`src/rtl/rx_ltssm_qualifier_if.sv`:
```
// Bundle between the main LTSSM (master) and the RX qualifier (slave).
interface rx_ltssm_qualifier_if #(
    parameter int MAXLANES = 16
);
    logic                req_valid;
    logic [4:0]          substate;
    logic [5:0]          lane_width;
    logic [MAXLANES-1:0] os_hit;
    logic                rx_eidle_exit;
    logic [2:0]          train_to_gen;
    logic                rcvr_cfg_to_idle;
    logic                eq_redo;
    logic                done;
    logic [4:0]          exit_to;
    logic [MAXLANES-1:0] qualified_lanes;
    logic                os_chk_clr;
    logic                descrambler_en;
    logic                timed_out;

    modport master (
        output req_valid, substate, lane_width, os_hit, rx_eidle_exit,
               train_to_gen, rcvr_cfg_to_idle, eq_redo,
        input  done, exit_to, qualified_lanes, os_chk_clr, descrambler_en, timed_out
    );

    modport slave (
        input  req_valid, substate, lane_width, os_hit, rx_eidle_exit,
               train_to_gen, rcvr_cfg_to_idle, eq_redo,
        output done, exit_to, qualified_lanes, os_chk_clr, descrambler_en, timed_out
    );
endinterface

```
`src/rtl/rx_ltssm_qualifier.sv`:
```
// RX-side LTSSM qualifier: per request, counts expected ordered sets per lane
// against a per-substate threshold under an internal ms timer, then reports
// done / exit substate / qualified-lane mask and gates the descrambler.
// Optional feature macro: RX_QUAL_PARTIAL_LANE_EN (turns a lane-counting
// failure into a reduced-width pass when a power-of-two lane prefix qualified).
module rx_ltssm_qualifier #(
    parameter int MAXLANES   = 16,
    parameter int CLK_PER_MS = 250000,
    parameter int CNT_W      = 4
) (
    input  logic                clk,
    input  logic                reset,
    rx_ltssm_qualifier_if.slave bus
);
    localparam int                 PRESC_W   = $clog2(CLK_PER_MS);
    localparam logic [PRESC_W-1:0] PRESC_MAX = PRESC_W'(CLK_PER_MS - 1);

    localparam logic [4:0] DETECT_QUIET  = 5'd0;
    localparam logic [4:0] DETECT_ACTIVE = 5'd1;
    localparam logic [4:0] POLL_ACTIVE   = 5'd2;
    localparam logic [4:0] POLL_CFG      = 5'd3;
    localparam logic [4:0] CFG_LW_START  = 5'd4;
    localparam logic [4:0] CFG_LW_ACCEPT = 5'd5;
    localparam logic [4:0] CFG_LN_WAIT   = 5'd6;
    localparam logic [4:0] CFG_LN_ACCEPT = 5'd7;
    localparam logic [4:0] CFG_COMPLETE  = 5'd8;
    localparam logic [4:0] CFG_IDLE      = 5'd9;
    localparam logic [4:0] L0            = 5'd10;
    localparam logic [4:0] REC_RCVR_LOCK = 5'd11;
    localparam logic [4:0] REC_RCVR_CFG  = 5'd12;
    localparam logic [4:0] REC_SPEED     = 5'd13;
    localparam logic [4:0] PHASE0        = 5'd14;
    localparam logic [4:0] PHASE1        = 5'd15;
    localparam logic [4:0] PHASE2        = 5'd16;
    localparam logic [4:0] PHASE3        = 5'd17;
    localparam logic [4:0] REC_IDLE      = 5'd18;

    typedef enum logic [1:0] {IDLE, COUNT, PASS, FAIL} state_t;

    state_t                         state, stateNext;
    logic [4:0]                     subLat;
    logic [5:0]                     widthLat;
    logic [PRESC_W-1:0]             presc;
    logic [5:0]                     msCnt;
    logic [MAXLANES-1:0][CNT_W-1:0] laneCnt, cntNext;
    logic [MAXLANES-1:0]            qual, laneMask, qualReg, resLanes;
    logic [4:0]                     exitReg, resExit, passExit;
    logic                           timedReg, resTimed, loadRes, descrEn;
    logic                           listed, hasThr, widthOk, timeout, allq;
    logic [CNT_W-1:0]               thr;
    logic [5:0]                     limit;

    // Threshold / timeout lookup for the latched substate.
    always_comb begin
        listed = 1'b1;
        hasThr = 1'b1;
        thr    = CNT_W'(2);
        limit  = 6'd24;
        case (subLat)
            DETECT_QUIET:  begin hasThr = 1'b0; limit = 6'd12; end
            DETECT_ACTIVE: begin hasThr = 1'b0; limit = 6'd0;  end
            POLL_ACTIVE, CFG_COMPLETE: thr = CNT_W'(8);
            CFG_LW_START, CFG_LW_ACCEPT, CFG_LN_ACCEPT,
            PHASE0, PHASE1, PHASE2, PHASE3: begin end
            CFG_LN_WAIT, CFG_IDLE: limit = 6'd2;
            POLL_CFG, REC_RCVR_LOCK, REC_RCVR_CFG: begin thr = CNT_W'(8); limit = 6'd48; end
            REC_SPEED:     begin thr = CNT_W'(1); limit = 6'd1; end
            default:       begin listed = 1'b0; hasThr = 1'b0; end
        endcase
    end

    assign widthOk = (widthLat == 6'd1 || widthLat == 6'd2 || widthLat == 6'd4 ||
                      widthLat == 6'd8 || widthLat == 6'd16 || widthLat == 6'd32) &&
                     (int'(widthLat) <= MAXLANES);

    // Per-lane saturating count including this cycle's hits, so a lane that
    // reaches threshold now can finish the request on this very cycle.
    always_comb begin
        for (int l = 0; l < MAXLANES; l++) begin
            cntNext[l] = laneCnt[l];
            if (bus.os_hit[l] && (laneCnt[l] != {CNT_W{1'b1}}))
                cntNext[l] = laneCnt[l] + 1'b1;
            qual[l]     = hasThr && (cntNext[l] >= thr);
            laneMask[l] = widthOk && (l < int'(widthLat));
        end
    end

    assign allq    = (laneMask != '0) && ((qual & laneMask) == laneMask);
    assign timeout = (msCnt == limit);

    // Exit substate on a pass, highest-priority rule first.
    always_comb begin
        if (bus.rcvr_cfg_to_idle && subLat == REC_RCVR_CFG)   passExit = REC_IDLE;
        else if (subLat == PHASE1 && bus.eq_redo)            passExit = REC_RCVR_LOCK;
        else if (subLat == REC_IDLE)                         passExit = L0;
        else if (subLat == REC_SPEED && bus.train_to_gen != 3'd3) passExit = REC_RCVR_LOCK;
        else                                                 passExit = subLat + 5'd1;
    end

`ifdef RX_QUAL_PARTIAL_LANE_EN
    logic [MAXLANES-1:0] partLanes, lowBits;

    // Widest power-of-two lane prefix that fully qualified (zero if lane 0 did not).
    always_comb begin
        partLanes = '0;
        lowBits   = '0;
        for (int p = 1; p <= MAXLANES; p = p * 2) begin
            for (int l = 0; l < MAXLANES; l++) lowBits[l] = (l < p);
            if (((qual & laneMask) & lowBits) == lowBits) partLanes = lowBits;
        end
    end
`endif

    // Next state and result capture; results are loaded on entry to PASS/FAIL.
    always_comb begin
        stateNext = state;
        loadRes   = 1'b0;
        resExit   = DETECT_QUIET;
        resLanes  = qual & laneMask;
        resTimed  = 1'b0;
        case (state)
            IDLE: if (bus.req_valid && bus.substate != L0) stateNext = COUNT;
            COUNT: begin
                if (!listed) begin
                    stateNext = FAIL; loadRes = 1'b1; resTimed = 1'b1;
                end else if (subLat == DETECT_QUIET || subLat == DETECT_ACTIVE) begin
                    if (timeout || (subLat == DETECT_QUIET && bus.rx_eidle_exit)) begin
                        stateNext = PASS; loadRes = 1'b1; resExit = passExit;
                    end
                end else if (allq && (subLat != REC_SPEED || timeout)) begin
                    stateNext = PASS; loadRes = 1'b1; resExit = passExit;
                end else if (timeout) begin
                    stateNext = FAIL; loadRes = 1'b1; resTimed = 1'b1;
`ifdef RX_QUAL_PARTIAL_LANE_EN
                    if (partLanes != '0) begin
                        stateNext = PASS;
                        resExit   = passExit;
                        resLanes  = partLanes;
                    end
`endif
                end
            end
            PASS, FAIL: stateNext = IDLE;
            default:    stateNext = IDLE;
        endcase
    end

    // State, request latch, timer, lane counters and result registers.
    always_ff @(posedge clk) begin
        if (reset) begin
            state    <= IDLE;
            subLat   <= '0;
            widthLat <= '0;
            presc    <= '0;
            msCnt    <= '0;
            laneCnt  <= '0;
            exitReg  <= '0;
            qualReg  <= '0;
            timedReg <= 1'b0;
            descrEn  <= 1'b0;
        end else begin
            state <= stateNext;
            if (state == IDLE && bus.req_valid) begin
                if (bus.substate == L0) begin
                    descrEn <= 1'b1;
                end else begin
                    descrEn  <= 1'b0;
                    subLat   <= bus.substate;
                    widthLat <= bus.lane_width;
                    presc    <= '0;
                    msCnt    <= '0;
                    laneCnt  <= '0;
                end
            end
            if (state == COUNT) begin
                laneCnt <= cntNext;
                if (presc == PRESC_MAX) begin
                    presc <= '0;
                    msCnt <= msCnt + 6'd1;
                end else begin
                    presc <= presc + 1'b1;
                end
            end
            if (loadRes) begin
                exitReg  <= resExit;
                qualReg  <= resLanes;
                timedReg <= resTimed;
            end
        end
    end

    assign bus.done            = (state == PASS) || (state == FAIL);
    assign bus.exit_to         = exitReg;
    assign bus.qualified_lanes = qualReg;
    assign bus.os_chk_clr      = (state != COUNT);
    assign bus.descrambler_en  = descrEn;
    assign bus.timed_out       = timedReg && bus.done;
endmodule

```
`src/flat_wrapper.sv`:
```
// flat-port wrapper written by rule: the top's interface ports become plain ports
module rx_ltssm_qualifier_flat 
#(
    parameter int MAXLANES   = 16,
    parameter int CLK_PER_MS = 250000,
    parameter int CNT_W      = 4
)
  (clk, reset, bus_req_valid, bus_substate, bus_lane_width, bus_os_hit, bus_rx_eidle_exit, bus_train_to_gen, bus_rcvr_cfg_to_idle, bus_eq_redo, bus_done, bus_exit_to, bus_qualified_lanes, bus_os_chk_clr, bus_descrambler_en, bus_timed_out);
  rx_ltssm_qualifier_if #(.MAXLANES(MAXLANES)) bus_i ();
  input  logic clk;
  input  logic reset;
  input wire logic [$bits(bus_i.req_valid)-1:0] bus_req_valid;
  input wire logic [$bits(bus_i.substate)-1:0] bus_substate;
  input wire logic [$bits(bus_i.lane_width)-1:0] bus_lane_width;
  input wire logic [$bits(bus_i.os_hit)-1:0] bus_os_hit;
  input wire logic [$bits(bus_i.rx_eidle_exit)-1:0] bus_rx_eidle_exit;
  input wire logic [$bits(bus_i.train_to_gen)-1:0] bus_train_to_gen;
  input wire logic [$bits(bus_i.rcvr_cfg_to_idle)-1:0] bus_rcvr_cfg_to_idle;
  input wire logic [$bits(bus_i.eq_redo)-1:0] bus_eq_redo;
  output wire logic [$bits(bus_i.done)-1:0] bus_done;
  output wire logic [$bits(bus_i.exit_to)-1:0] bus_exit_to;
  output wire logic [$bits(bus_i.qualified_lanes)-1:0] bus_qualified_lanes;
  output wire logic [$bits(bus_i.os_chk_clr)-1:0] bus_os_chk_clr;
  output wire logic [$bits(bus_i.descrambler_en)-1:0] bus_descrambler_en;
  output wire logic [$bits(bus_i.timed_out)-1:0] bus_timed_out;
  assign bus_i.req_valid = bus_req_valid;
  assign bus_i.substate = bus_substate;
  assign bus_i.lane_width = bus_lane_width;
  assign bus_i.os_hit = bus_os_hit;
  assign bus_i.rx_eidle_exit = bus_rx_eidle_exit;
  assign bus_i.train_to_gen = bus_train_to_gen;
  assign bus_i.rcvr_cfg_to_idle = bus_rcvr_cfg_to_idle;
  assign bus_i.eq_redo = bus_eq_redo;
  assign bus_done = bus_i.done;
  assign bus_exit_to = bus_i.exit_to;
  assign bus_qualified_lanes = bus_i.qualified_lanes;
  assign bus_os_chk_clr = bus_i.os_chk_clr;
  assign bus_descrambler_en = bus_i.descrambler_en;
  assign bus_timed_out = bus_i.timed_out;
  rx_ltssm_qualifier #(.MAXLANES(MAXLANES), .CLK_PER_MS(CLK_PER_MS), .CNT_W(CNT_W)) u_core (.clk(clk), .reset(reset), .bus(bus_i));
endmodule
```
`config.mk`:
```
export PLATFORM = sky130hd
export DESIGN_NAME = rx_ltssm_qualifier_flat
export DESIGN_NICKNAME = d
export VERILOG_FILES = /design/src/rtl/rx_ltssm_qualifier_if.sv /design/src/rtl/rx_ltssm_qualifier.sv /design/src/flat_wrapper.sv
export SDC_FILE = /design/constraint.sdc
export NUM_CORES = 1
export LEC_CHECK = 0
export CAP_MARGIN = 20
export CORE_MARGIN = 2
export CORE_UTILIZATION = 55
export CTS_CLUSTER_SIZE = 24
export DETAILED_ROUTE_END_ITERATION = 10
export PLACE_DENSITY = 0.74
export SYNTH_ARGS = -nofsm -noshare
export SYNTH_HDL_FRONTEND = slang
export SYNTH_SLANG_ARGS = --single-unit
```
`constraint.sdc`:
```
create_clock -name clk -period 12.75 [get_ports clk]
set_input_delay 1.9125 -clock clk [delete_from_list [all_inputs] [get_ports clk]]
set_output_delay 1.9125 -clock clk [all_outputs]
set_load 0.03 [all_outputs]
```
Word level (Yosys, flattened, before mapping)

Index checks and enable logic that the tools add are counted.
W data, S select, Z words.

Bits in registers: 124
Output and inout bits: 25
Input bits: 36
Word-level logic and storage cells: 271

Mux-type cells: 58
Add/sub/neg operators: 19
Reductions and logical operators: 80
Equality and inequality tests: 54
$lt $le $gt $ge: 33
Bitwise operators: 2

Operator list:

| cell                    | count |
|---|---|
| $mux W64                | 3 |
| $mux W18                | 4 |
| $ne A4 B4 Y1 const B    | 17 |
| $add A4 B1 Y4 const B   | 16 |
| $ge A4 B4 Y1            | 16 |
| $mux W4                 | 16 |
| $logic_and A1 B1 Y1     | 58 |
| $lt A4 B6 Y1 const A    | 8 |
| $mux W5                 | 9 |
| $eq A5 B4 Y1 const B    | 8 |
| $pmux W6 S5             | 1 |
| $lt A3 B6 Y1 const A    | 4 |
| $mux W6                 | 4 |
| $eq A5 B3 Y1 const B    | 4 |
| $add A18 B1 Y18 const B | 1 |
| $eq A18 B18 Y1 const B  | 1 |
| $reduce_or A17 Y1       | 1 |
| $and A16 B16 Y16        | 1 |
| $eq A16 B16 Y1          | 1 |
| $reduce_bool A16 Y1     | 1 |
| $eq A5 B5 Y1 const B    | 3 |
| $reduce_or A15 Y1       | 1 |
| $mux W1                 | 13 |
| $lt A1 B6 Y1 const A    | 2 |
| 33 further kinds        | 53 |

Longest topological paths before layout

Gate-level depths: netlist of the first run.

Depth after elaboration: 16
Depth in mapped cells: 17
Gate-level depth less buffers: 14

Worst setup path after synthesis of the first run

Ideal clock, no wire load.

Path kind: in2reg
Start point: input port bus_os_hit[13]
End point: register u_core.qualReg[10] (netlist: u_core.bus.qualified_lanes[10])
Data arrival time: 4.380 ns
Path buffers: 2
Slack: 8.296 ns
Stages: 12
Setup time: 0.073 ns
Data required time: 12.677 ns
Cell sequence: nand2_1 -> mux2_2 -> ha_1 -> a221oi_1 -> a21oi_1 -> o21ai_0 -> nor4_1 -> a2111oi_2 -> or3_1 -> buf_6 -> buf_6 -> o2bb2ai_1

Word-level cells in the longest chain between the ends: 12

RTL lines:

| element              | line                      | source |
|---|---|---|
| start, declared      | flat_wrapper.sv:15        | `input wire logic [$bits(bus_i.os_hit)-1:0] bus_os_hit;` |
| $logic_and A1 B1 Y1  | rx_ltssm_qualifier.sv:81  | `if (bus.os_hit[l] && (laneCnt[l] != {CNT_W{1'b1}}))` |
| $mux W4              | rx_ltssm_qualifier.sv:81  |  |
| $ge A4 B4 Y1         | rx_ltssm_qualifier.sv:83  | `qual[l] = hasThr && (cntNext[l] >= thr);` |
| $logic_and A1 B1 Y1  | rx_ltssm_qualifier.sv:83  |  |
| $and A16 B16 Y16     | rx_ltssm_qualifier.sv:88  | `assign allq = (laneMask != '0) && ((qual & laneMask) == laneMask);` |
| $eq A16 B16 Y1       | rx_ltssm_qualifier.sv:88  |  |
| $logic_and A1 B1 Y1  | rx_ltssm_qualifier.sv:88  |  |
| $logic_and A1 B1 Y1  | rx_ltssm_qualifier.sv:130 | `end else if (allq && (subLat != REC_SPEED \|\| timeout)) begin` |
| $mux W1              | rx_ltssm_qualifier.sv:130 |  |
| $mux W1              | rx_ltssm_qualifier.sv:126 | `end else if (subLat == DETECT_QUIET \|\| subLat == DETECT_ACTIVE) begin` |
| $mux W1              | rx_ltssm_qualifier.sv:124 | `if (!listed) begin` |
| $mux W1              | rx_ltssm_qualifier.sv:121 | `case (state)` |
| end signal, assigned | rx_ltssm_qualifier.sv:186 | `qualReg <= resLanes;` |
| end, declared        | rx_ltssm_qualifier.sv:46  | `logic [MAXLANES-1:0] qual, laneMask, qualReg, resLanes;` |

No other way between the ends.
A chain may end at the register's enable or synchronous reset.

Worst setup path in the final report of the first run

Start point: register u_core.subLat[0]
End point: register u_core.exitReg[2] (netlist: u_core.bus.exit_to[2])

Word-level cells in the longest chain between the ends: 13
Elaborated cells on any way between the ends: 88
Those cells by class: add/sub: 1; order compare: 16; eq/ne: 20; mux: 19; bitwise: 1; reduce/logical: 31

RTL lines:

| element                                    | line                      | source |
|---|---|---|
| start, declared                            | rx_ltssm_qualifier.sv:41  | `logic [4:0] subLat;` |
| start signal, assigned                     | rx_ltssm_qualifier.sv:168 | `subLat <= bus.substate;` |
| $eq A5 B2 Y1, or another cell as far along | rx_ltssm_qualifier.sv:59  | `case (subLat)` |
| $reduce_or A5 Y1 (no line)                 | n/a                       |  |
| $pmux W4 S2                                | rx_ltssm_qualifier.sv:59  |  |
| $ge A4 B4 Y1                               | rx_ltssm_qualifier.sv:83  |  |
| $logic_and A1 B1 Y1                        | rx_ltssm_qualifier.sv:83  |  |
| $and A16 B16 Y16                           | rx_ltssm_qualifier.sv:88  |  |
| $eq A16 B16 Y1                             | rx_ltssm_qualifier.sv:88  |  |
| $logic_and A1 B1 Y1                        | rx_ltssm_qualifier.sv:88  |  |
| $logic_and A1 B1 Y1                        | rx_ltssm_qualifier.sv:130 |  |
| $mux W5 or $mux W1 (tied branches)         | rx_ltssm_qualifier.sv:130 |  |
| $mux W5 or $mux W1 (tied branches)         | rx_ltssm_qualifier.sv:126 |  |
| $mux W5 or $mux W1 (tied branches)         | rx_ltssm_qualifier.sv:124 |  |
| $mux W5 or $mux W1 (tied branches)         | rx_ltssm_qualifier.sv:121 |  |
| end signal, assigned                       | rx_ltssm_qualifier.sv:185 | `exitReg <= resExit;` |
| end, declared                              | rx_ltssm_qualifier.sv:47  | `logic [4:0] exitReg, resExit, passExit;` |

Parallel ways exist; a longest one is shown, timed or not.

==> results of run 1 <==
==> final cells by class <==
class                   count  area (sq um)
clock inverters             7           113
repair buffers             66           643
fillers                  1187          4790
multi-input cells         809          5170
well taps                 180           225
flip-flops and latches    124          2480
inverters                  20          75.1
clock buffers              23           488
==> state kept, by name, summed over array words and instances, names as in the netlist <==
| name | flops |
|---|---|
| u_core.bus.descrambler_en | 1 |
| u_core.bus.qualified_lanes | 16 |
| u_core.widthLat | 6 |
| u_core.timedReg | 1 |
| u_core.bus.exit_to | 5 |
| u_core.subLat | 5 |
| u_core.state | 2 |
| u_core.msCnt | 6 |
| u_core.presc | 18 |
| u_core.laneCnt | 64 |
==> Yosys cell counts, drive strengths merged (12+ instances only) <==
cell type and number:
dfxtp 124, nand2 113, nor2 106, a21oi 93
nand3 78, ha 55, clkbuf 38, nand2b 37
o21ai 31, nor3 30, a31oi 25, nand4 21
inv 19, xor2 19, a21o 17, mux2 17
mux2i 17, nand4b 16, a221oi 15, o2bb2ai 12
==> through the flow <==
stage                     utilization  instance area, sq um  hold slack [ns]
after floorplan                     -                  7930            0.441
after global placement          0.614                  8590            0.465
after detailed placement        0.614                  8590            0.466
after CTS                       0.657                  9190            0.485
after global routing            0.657                  9190            0.503
final                           0.657                  9190            0.482
==> critical path, stage by stage (launching register included) <==
cell and delay [ns]:
dfxtp_1 0.37, inv_1 0.10, ha_1 0.31, or3b_1 0.42
a31oi_4 0.62, inv_1 0.13, nand2_1 0.68, ha_1 0.36
a221oi_1 0.33, a21oi_1 0.11, o21ai_0 0.34, nor4_1 0.15
a2111oi_2 0.59, or3_1 0.58, a32o_1 0.21
==> placed cells by master, fill, tap and decap left out, drive strengths merged, types with 19 or more instances in the layout <==
cell type	n
a21oi	93
a31oi	25
clkbuf	23
clkdlybuf4s50	59
dfxtp	124
ha	55
inv	20
nand2	113
nand2b	37
nand3	78
nand4	21
nor2	106
nor3	30
o21ai	31
xor2	19
==> cell families after synthesis <==
family,Yosys count
and+or+nand+nor,444
AOI/OAI and AO/OA,246
muxes,34
buffers and inverters,67
DFF,124
xor gates and xnor gates,24
adders and majority gates,61
==> power by group through the flow <==
stage               combinational, mW  clock [mW]  sequential (mW)
finish                          0.221       0.496            0.415
global route                    0.246       0.523            0.417
CTS                             0.220       0.503            0.415
detailed placement              0.217           0            0.423
global placement                0.214           0            0.422
floorplan                       0.158           0            0.420
==> layer usage <==
layer / share of wire / global-route usage / vias up
li1: - / - / 3779
met1: 0.48 / 0.355 / 3490
met2: 0.46 / 0.422 / 176
met3: 0.044 / 0.0591 / 21
met4: 0.016 / 0.0962 / 0
met5: 0 / 0 / -
==> worst min-delay path by stage <==
stage                                                start                                     endpoint  slack, ns  depth (start not counted)
3_3_place_gp            u_core.bus.exit_to[2]$_SDFFE_PP0P_           u_core.bus.exit_to[2]$_SDFFE_PP0P_       0.46                          1
3_5_place_dp            u_core.bus.exit_to[2]$_SDFFE_PP0P_           u_core.bus.exit_to[2]$_SDFFE_PP0P_       0.47                          1
4_1_cts                      u_core.presc[16]$_SDFFE_PP0P_                u_core.presc[16]$_SDFFE_PP0P_       0.49                          1
6_report                     u_core.presc[16]$_SDFFE_PP0P_                u_core.presc[16]$_SDFFE_PP0P_       0.48                          1
2_1_floorplan                u_core.presc[16]$_SDFFE_PP0P_                u_core.presc[16]$_SDFFE_PP0P_       0.44                          1
5_1_grt        u_core.bus.qualified_lanes[14]$_SDFFE_PP0P_  u_core.bus.qualified_lanes[14]$_SDFFE_PP0P_       0.50                          1
==> flow_summary.json, run 1 <==
{
  "outcome": "completed",
  "finalPower_mw": 1.13,
  "post_route_cells_drive_above_1_share": 0.0648,
  "synth_area_sq_um": 7930,
  "placedCellCount": 1199,
  "p_clk_frac": 0.438,
  "synth_area_leaders": "dfxtp_1 31%, ha_1 8.7%, a21oi_1 5.9%, nand2_1 5.3%, nor2_1 5.0%",
  "yosys_most_used_dff": "dfxtp_1",
  "setup_viol": 0,
  "end_kind": "flip-flop",
  "final_cells": 1229,
  "start_util": 0.567,
  "synth_nets": 1091,
  "fin_crit_ns": 5.40,
  "synth_edf_count": 0,
  "r2r_slack_ns": 7.35,
  "vias": 7466,
  "initialDrtViolationCount": 531,
  "row_count": 43,
  "die_h_um": 124,
  "crit_type": "flip-flop to flip-flop",
  "crit_start": "u_core.subLat[0]$_SDFFE_PP0P_",
  "hold_viol": 0,
  "diodes": 0,
  "synth_compound_area_frac": 0.206,
  "fin_skew_ns": 0.00851,
  "p_seq_frac": 0.367,
  "holdCritPathClass": "flip-flop to flip-flop",
  "clock_sink_count": 124,
  "p_switching_mw": 0.332,
  "wl_per_cell_um": 16.2,
  "worstSkewPairLatency_ns": 0.42,
  "yosysSeqAreaShare": 0.313,
  "gp_congestion": 0.881,
  "cp.required_ns": 13.11,
  "pre_cts_ws_ns": 7.22,
  "rsz0062_at_grt": "no",
  "synth_seq_cells": 124,
  "slew_viol_final": 0,
  "p_per_area_nw_per_um2": 123,
  "synth-simple-area-share": 0.278,
  "first_global_vias": 6654,
  "synth.largest_area_cell": "dfxtp_1",
  "cts_hold_buf": 0,
  "root_buffer": "clkbuf_16",
  "synthMuxAreaShare": 0.0456,
  "timing.final.crit_share": 0.423,
  "grt_antenna_before_repair": 0,
  "die_area_sq_um": 15400,
  "htree_num_levels": 4,
  "drtPass1Iterations": 5,
  "cts_setup_buffers": 0,
  "cts_max_path_buffers": 2,
  "cts_tree": "done",
  "synth_top_family_by_area": "simple AND/OR/NAND/NOR gates",
  "r2r-end": "u_core.bus.exit_to[2]$_SDFFE_PP0P_",
  "numCtsBuffers": 17,
  "grt_max_degree": 62,
  "via_per_inst": 6.07,
  "worstPathArrival_ns": 5.75,
  "routed_wl_um": 19900,
  "tns_ns": 0,
  "dp_hpwl_um": 12800,
  "synth_fa_ha_area_frac": 0.0945,
  "synthCells": 1000,
  "portBuffers": 60,
  "worstSetupEndpoint": "u_core.bus.exit_to[2]$_SDFFE_PP0P_",
  "areaGrowthSynthToFinish_pct": 15.9,
  "gr-total-overflow": 0,
  "tightest_slew_ns": 1.06,
  "p_int_mw": 0.800,
  "fmax_mhz": 185,
  "switching_share": 0.293,
  "yosysTopAreaCellShare": 0.313,
  "start_kind": "flip-flop",
  "io_pins": 61,
  "slew_headroom": 0.287,
  "die-width_um": 124,
  "grt_pass1_wl_um": 32400,
  "num-nets-final": 1129,
  "timing.final.ws_setup_ns": 7.35,
  "ctsResizeCount": 0,
  "reg2regPathDepth": 14,
  "worst_ir_drop_vdd_mv": 0.104,
  "clkTransAtPathRegs_ns": 0.05,
  "ys_types": 71,
  "drc": 0,
  "ant_nets": 0,
  "grt_util_all_layers": 0.266,
  "timing.rr.start": "u_core.subLat[0]$_SDFFE_PP0P_",
  "synthArstFlopShare": 0,
  "avgSynthCellArea_sq_um": 7.93,
  "core_area_sq_um": 14000,
  "maxCapViolCount": 0,
  "p_comb_frac": 0.195,
  "synthXorXnorAreaFrac": 0.0265,
  "yosys_warnings": 0,
  "leakagePower_nw": 3.65,
  "path_max_fanout": 17
}
Note: power is estimated with default switching activity, not from simulation.
==> inputs of run 2 (changes only) <==
CORE_UTILIZATION = 54   (was 55)
PLACE_DENSITY = 0.76   (was 0.74)
clock period = 4.52 ns   (was 12.75 ns; I/O delays follow)
==> run 2 against run 1 <==
  * Largest cell class unchanged
  * Core utilization shrank 1.4 points
  * Cell area rose by 0.98%
  * Worst hold slack gained 0.0022 ns
  * Global-route usage decreased by 1.7 points
  * Critical path type unchanged
  * Combinational power increased to 2.9 times the previous value
  * Setup slack worse by 7.0 ns
  * Via count is 1.3% higher
  * Sequential cell count did not move
  * Power grew to 2.9 times the previous value
  * Critical endpoint is now u_core.bus.exit_to[3]$_SDFFE_PP0P_
  * Wire length grew 0.27%
==> flow_summary.json, run 2 (same netlist as run 1, synthesis figures left out) <==
{
  "worstPathArrival_ns": 4.54,
  "final_cell_area_sq_um": 9280,
  "io_pins": 61,
  "cts_max_path_buffers": 2,
  "leakagePower_nw": 3.70,
  "worstHoldStart": "u_core.presc[16]$_SDFFE_PP0P_",
  "slew_viol_final": 0,
  "numCtsBuffers": 17,
  "diodes": 0,
  "start_util": 0.550,
  "cp_slowest_cell": "or3_1",
  "vias": 7564,
  "crit_type": "flip-flop to flip-flop",
  "worstHoldEndpoint": "u_core.presc[16]$_SDFFE_PP0P_",
  "pre_cts_ws_ns": 0.394,
  "portBuffers": 60,
  "worstSkewPairLatency_ns": 0.42,
  "wl_per_cell_um": 16.0,
  "path_max_fanout": 16,
  "grt_util_all_layers": 0.250,
  "root_buffer": "clkbuf_16",
  "crit_family": "compound AO/OA/AOI/OAI gates",
  "clock_sink_count": 124,
  "outcome": "completed",
  "num-nets-final": 1139,
  "rsz0062_at_grt": "no",
  "holdCritPathClass": "flip-flop to flip-flop",
  "p_clk_frac": 0.443,
  "p_switching_mw": 0.958,
  "gp_congestion": 0.819,
  "row_count": 44,
  "fin_skew_ns": 0.00597,
  "maxCapViolCount": 0,
  "fin_crit_ns": 4.18,
  "htree_num_levels": 4,
  "tns_ns": 0,
  "cp_slowest_stage_delay_ns": 0.54,
  "ctsResizeCount": 0,
  "timing.rr.start": "u_core.subLat[0]$_SDFFE_PP0P_",
  "p_int_mw": 2.28,
  "timing.final.crit_share": 0.925,
  "p_per_area_nw_per_um2": 348,
  "r2r_slack_ns": 0.34,
  "r2r-end": "u_core.bus.exit_to[3]$_SDFFE_PP0P_",
  "crit_chain": "inv_1, ha_1, or3b_1, a31oi_4, inv_1, nand2_1, buf_4, ha_1, a221oi_1, a21oi_1, o21ai_0, nor4_1, a2111oi_2, or3_1, a32o_1",
  "cts_tree": "done",
  "placedCellCount": 1213,
  "setup_viol": 0,
  "crit_start": "u_core.subLat[0]$_SDFFE_PP0P_",
  "drtPass1Iterations": 5,
  "via_per_inst": 6.09,
  "worst_ir_drop_vdd_mv": 0.289,
  "hold_viol": 0,
  "p_seq_frac": 0.361,
  "drc": 0,
  "die-width_um": 125,
  "dp_hpwl_um": 13100,
  "fmax_mhz": 239,
  "mostFrequentLayoutCell": "dfxtp_1",
  "gr-total-overflow": 0,
  "die_area_sq_um": 15700,
  "cts_hold_buf": 0,
  "ant_nets": 0,
  "largest_reg_flops": 64,
  "reg2regPathDepth": 15,
  "end_kind": "flip-flop",
  "slew_headroom": 0.446,
  "cts_setup_buffers": 0,
  "core_area_sq_um": 14400,
  "grt_max_degree": 61,
  "start_kind": "flip-flop",
  "tightest_slew_ns": 0.829,
  "grt_antenna_before_repair": 0,
  "clkTransAtPathRegs_ns": 0.06,
  "initialDrtViolationCount": 546,
  "cp_num_buf_inv": 3,
  "p_comb_frac": 0.196,
  "cp.required_ns": 4.87,
  "post_route_cells_drive_above_1_share": 0.0755,
  "die_h_um": 125,
  "first_global_vias": 6707,
  "routed_wl_um": 19900,
  "grt_pass1_wl_um": 32700,
  "switching_share": 0.296,
  "whs_path_depth": 1,
  "largest-register": "u_core.laneCnt",
  "areaGrowthSynthToFinish_pct": 17.0,
  "layout_common_cells": "124 x dfxtp_1, 111 x nand2_1, 106 x nor2_1",
  "dpl_cell_area_sq_um": 8670,
  "timing.final.ws_setup_ns": 0.339,
  "final_cells": 1243
}
## run 2: changes by cell type in the layout (fill, tap and decap cells not counted)
cell / change
buf_4: +10
clkbuf_8: -3
clkbuf_1: -2
clkinvlp_4: +2
bufinv_16: +1
clkinv_2: +1
inv_6: +1
## run 2: worst max-delay path by stage
stage                                                        to  slack, ns  depth (start not counted)
global placement             u_core.bus.exit_to[3]$_SDFFE_PP0P_       0.47                         11
CTS                          u_core.bus.exit_to[3]$_SDFFE_PP0P_       0.34                         15
floorplan           u_core.bus.qualified_lanes[10]$_SDFFE_PP0P_       0.48                         17
detailed placement           u_core.bus.exit_to[3]$_SDFFE_PP0P_       0.39                         11
global route         u_core.bus.qualified_lanes[5]$_SDFFE_PP0P_       0.09                         15
finish                       u_core.bus.exit_to[3]$_SDFFE_PP0P_       0.34                         15
## run 2: metrics by stage
stage / total power, mW / hold WS (ns) / util
6_report: 3.23 / 0.484 / 0.644
5_1_grt: 3.36 / 0.497 / 0.644
4_1_cts: 3.25 / 0.479 / 0.644
3_5_place_dp: 1.81 / 0.467 / 0.601
3_3_place_gp: 1.81 / 0.466 / 0.601
2_1_floorplan: 1.63 / 0.441 / -
## run 2: power by group through the flow
stage	combinational [mW]	sequential, mW	clock [mW]
3_3_place_gp	0.617	1.19	0
3_5_place_dp	0.626	1.19	0
4_1_cts	0.632	1.17	1.45
5_1_grt	0.702	1.17	1.49
2_1_floorplan	0.447	1.18	0
6_report	0.634	1.17	1.43
## run 2: cell type report
class | count | area, sq um
clock buffers | 18 | 439
clock inverters | 12 | 171
fillers | 1251 | 5140
inverters | 20 | 75.1
multi-input cells | 809 | 5170
flip-flops and latches | 124 | 2480
well taps | 184 | 230
repair buffers | 76 | 718
## run 2: layer usage
layer / global-route usage / wire length (um) / part of all wire / vias up
met5: 0 / 0 / 0 / -
met4: 0.0719 / 212 / 0.011 / 0
met3: 0.0466 / 961 / 0.048 / 20
met2: 0.405 / 9270 / 0.47 / 181
met1: 0.340 / 9460 / 0.48 / 3555
li1: - / - / - / 3808
==> inputs of run 3 (changes only) <==
CORE_MARGIN = not set   (was 2)
==> run 3 against run 2 <==
  * Sequential cell count stayed put
  * Clock power down 13%
  * Power shrank 5.8%
  * Clock-buffer cell count increased by 5
  * Global-route usage increased by 2.1 points
  * Cell area down 1.0%
  * First-iteration DRC count rose by 14%
  * Critical path depth is the same
  * Critical path type unchanged
  * Critical endpoint is now u_core.bus.exit_to[0]$_SDFFE_PP0P_
  * Largest cell class unchanged
  * Largest power group unchanged
==> flow_summary.json, run 3 (same netlist as run 1, synthesis figures left out) <==
{
  "crit_type": "flip-flop to flip-flop",
  "start_kind": "flip-flop",
  "setup_viol": 0,
  "root_buffer": "clkbuf_16",
  "portBuffers": 60,
  "start_util": 0.563,
  "slew_viol_final": 0,
  "grt_max_degree": 70,
  "post_route_cells_drive_above_1_share": 0.0708,
  "gr-total-overflow": 0,
  "n_fill_cell": 1219,
  "die_h_um": 123,
  "hold-worst-slack_ns": 0.476,
  "cp_slowest_stage_delay_ns": 0.54,
  "routed_wl_um": 19800,
  "tightest_slew_ns": 0.974,
  "die-width_um": 123,
  "dpl_cell_area_sq_um": 8660,
  "cts_max_path_buffers": 2,
  "ctsResizeCount": 0,
  "grt_util_all_layers": 0.271,
  "pre_cts_ws_ns": 0.409,
  "largest-register": "u_core.laneCnt",
  "drc": 0,
  "wl_per_cell_um": 16.0,
  "slew_headroom": 0.349,
  "cp_slowest_cell": "or3_1",
  "io_pins": 61,
  "regArea_sq_um": 2480,
  "worstSkewPairLatency_ns": 0.42,
  "numCtsBuffers": 17,
  "tns_ns": 0,
  "grt_antenna_before_repair": 0,
  "fin_crit_ns": 4.13,
  "clock_sink_count": 124,
  "crit_chain": "inv_1, ha_1, or3b_1, a31oi_4, inv_1, nand2_1, buf_4, ha_1, a221oi_1, a21oi_1, o211ai_1, nand3_1, a311oi_2, or3_1, a32o_1",
  "layout_common_cells": "124 x dfxtp_1, 111 x nand2_1, 106 x nor2_1",
  "outcome": "completed",
  "dp_hpwl_um": 13200,
  "areaGrowthSynthToFinish_pct": 15.8,
  "worst_ir_drop_vdd_mv": 0.281,
  "final_cell_area_sq_um": 9190,
  "timing.final.crit_share": 0.913,
  "clkTransAtPathRegs_ns": 0.05,
  "r2r_slack_ns": 0.39,
  "fmax_mhz": 242,
  "finalPower_mw": 3.05,
  "cp.required_ns": 4.88,
  "leakagePower_nw": 3.66,
  "row_count": 43,
  "worstPathArrival_ns": 4.48,
  "largest_reg_flops": 64,
  "hold_viol": 0,
  "cts_setup_buffers": 0,
  "end_kind": "flip-flop",
  "via_per_inst": 6.15,
  "ant_nets": 0,
  "crit_family": "compound AO/OA/AOI/OAI gates",
  "vias": 7626,
  "htree_num_levels": 4,
  "drtPass1Iterations": 5,
  "path_max_fanout": 16,
  "diodes": 0,
  "multi_input_area_sq_um": 5170,
  "num-nets-final": 1138,
  "holdCritPathClass": "flip-flop to flip-flop",
  "p_per_area_nw_per_um2": 331,
  "fin_skew_ns": 0.00555,
  "cts_hold_buf": 0,
  "maxCapViolCount": 0,
  "core_area_sq_um": 14100,
  "first_global_vias": 6703,
  "cts_tree": "done",
  "die_area_sq_um": 15200,
  "timing.final.ws_setup_ns": 0.393,
  "rsz0062_at_grt": "no",
  "gp_congestion": 0.850,
  "grt_pass1_wl_um": 32500,
  "initialDrtViolationCount": 622,
  "mostFrequentLayoutCell": "dfxtp_1",
  "cp_num_buf_inv": 3
}
## run 3: path summary, 6_finish.rpt
path | start | endpoint | cells after the start
min reg2reg | u_core.bus.exit_to[3]$_SDFFE_PP0P_ | u_core.bus.exit_to[3]$_SDFFE_PP0P_ | 1
min | u_core.bus.exit_to[3]$_SDFFE_PP0P_ | u_core.bus.exit_to[3]$_SDFFE_PP0P_ | 1
max | u_core.subLat[0]$_SDFFE_PP0P_ | u_core.bus.exit_to[0]$_SDFFE_PP0P_ | 15
max reg2reg | u_core.subLat[0]$_SDFFE_PP0P_ | u_core.bus.exit_to[0]$_SDFFE_PP0P_ | 15
## run 3: cell type report
cell class | count | share of cell area
Inverter | 20 | 0.00817
Sequential cell | 124 | 0.270
Timing Repair Buffer | 75 | 0.0773
Clock inverter | 8 | 0.00763
Clock buffer | 23 | 0.0498
Multi-Input combinational cell | 809 | 0.562
Tap cell | 180 | 0.0245
## run 3: per-stage QoR
stage,util,cells
3_3_place_gp,0.614,1208
4_1_cts,0.652,1239
3_5_place_dp,0.614,1208
5_1_grt,0.652,1239
2_1_floorplan,-,1000
6_report,0.652,1239
## run 3: power by group
group	internal (mW)	total, mW	switching [mW]
clock	0.761	1.25	0.488
combinational	0.224	0.632	0.408
sequential	1.12	1.16	0.0402
total	2.11	3.05	0.936
## run 3: layer usage
layer | GRT usage | routed length, um | up-vias
met1 | 0.371 | 9420 | 3615
li1 | - | - | 3793
met5 | 0 | 0 | -
met4 | 0.0866 | 287 | 0
met2 | 0.427 | 9140 | 195
met3 | 0.0512 | 961 | 23
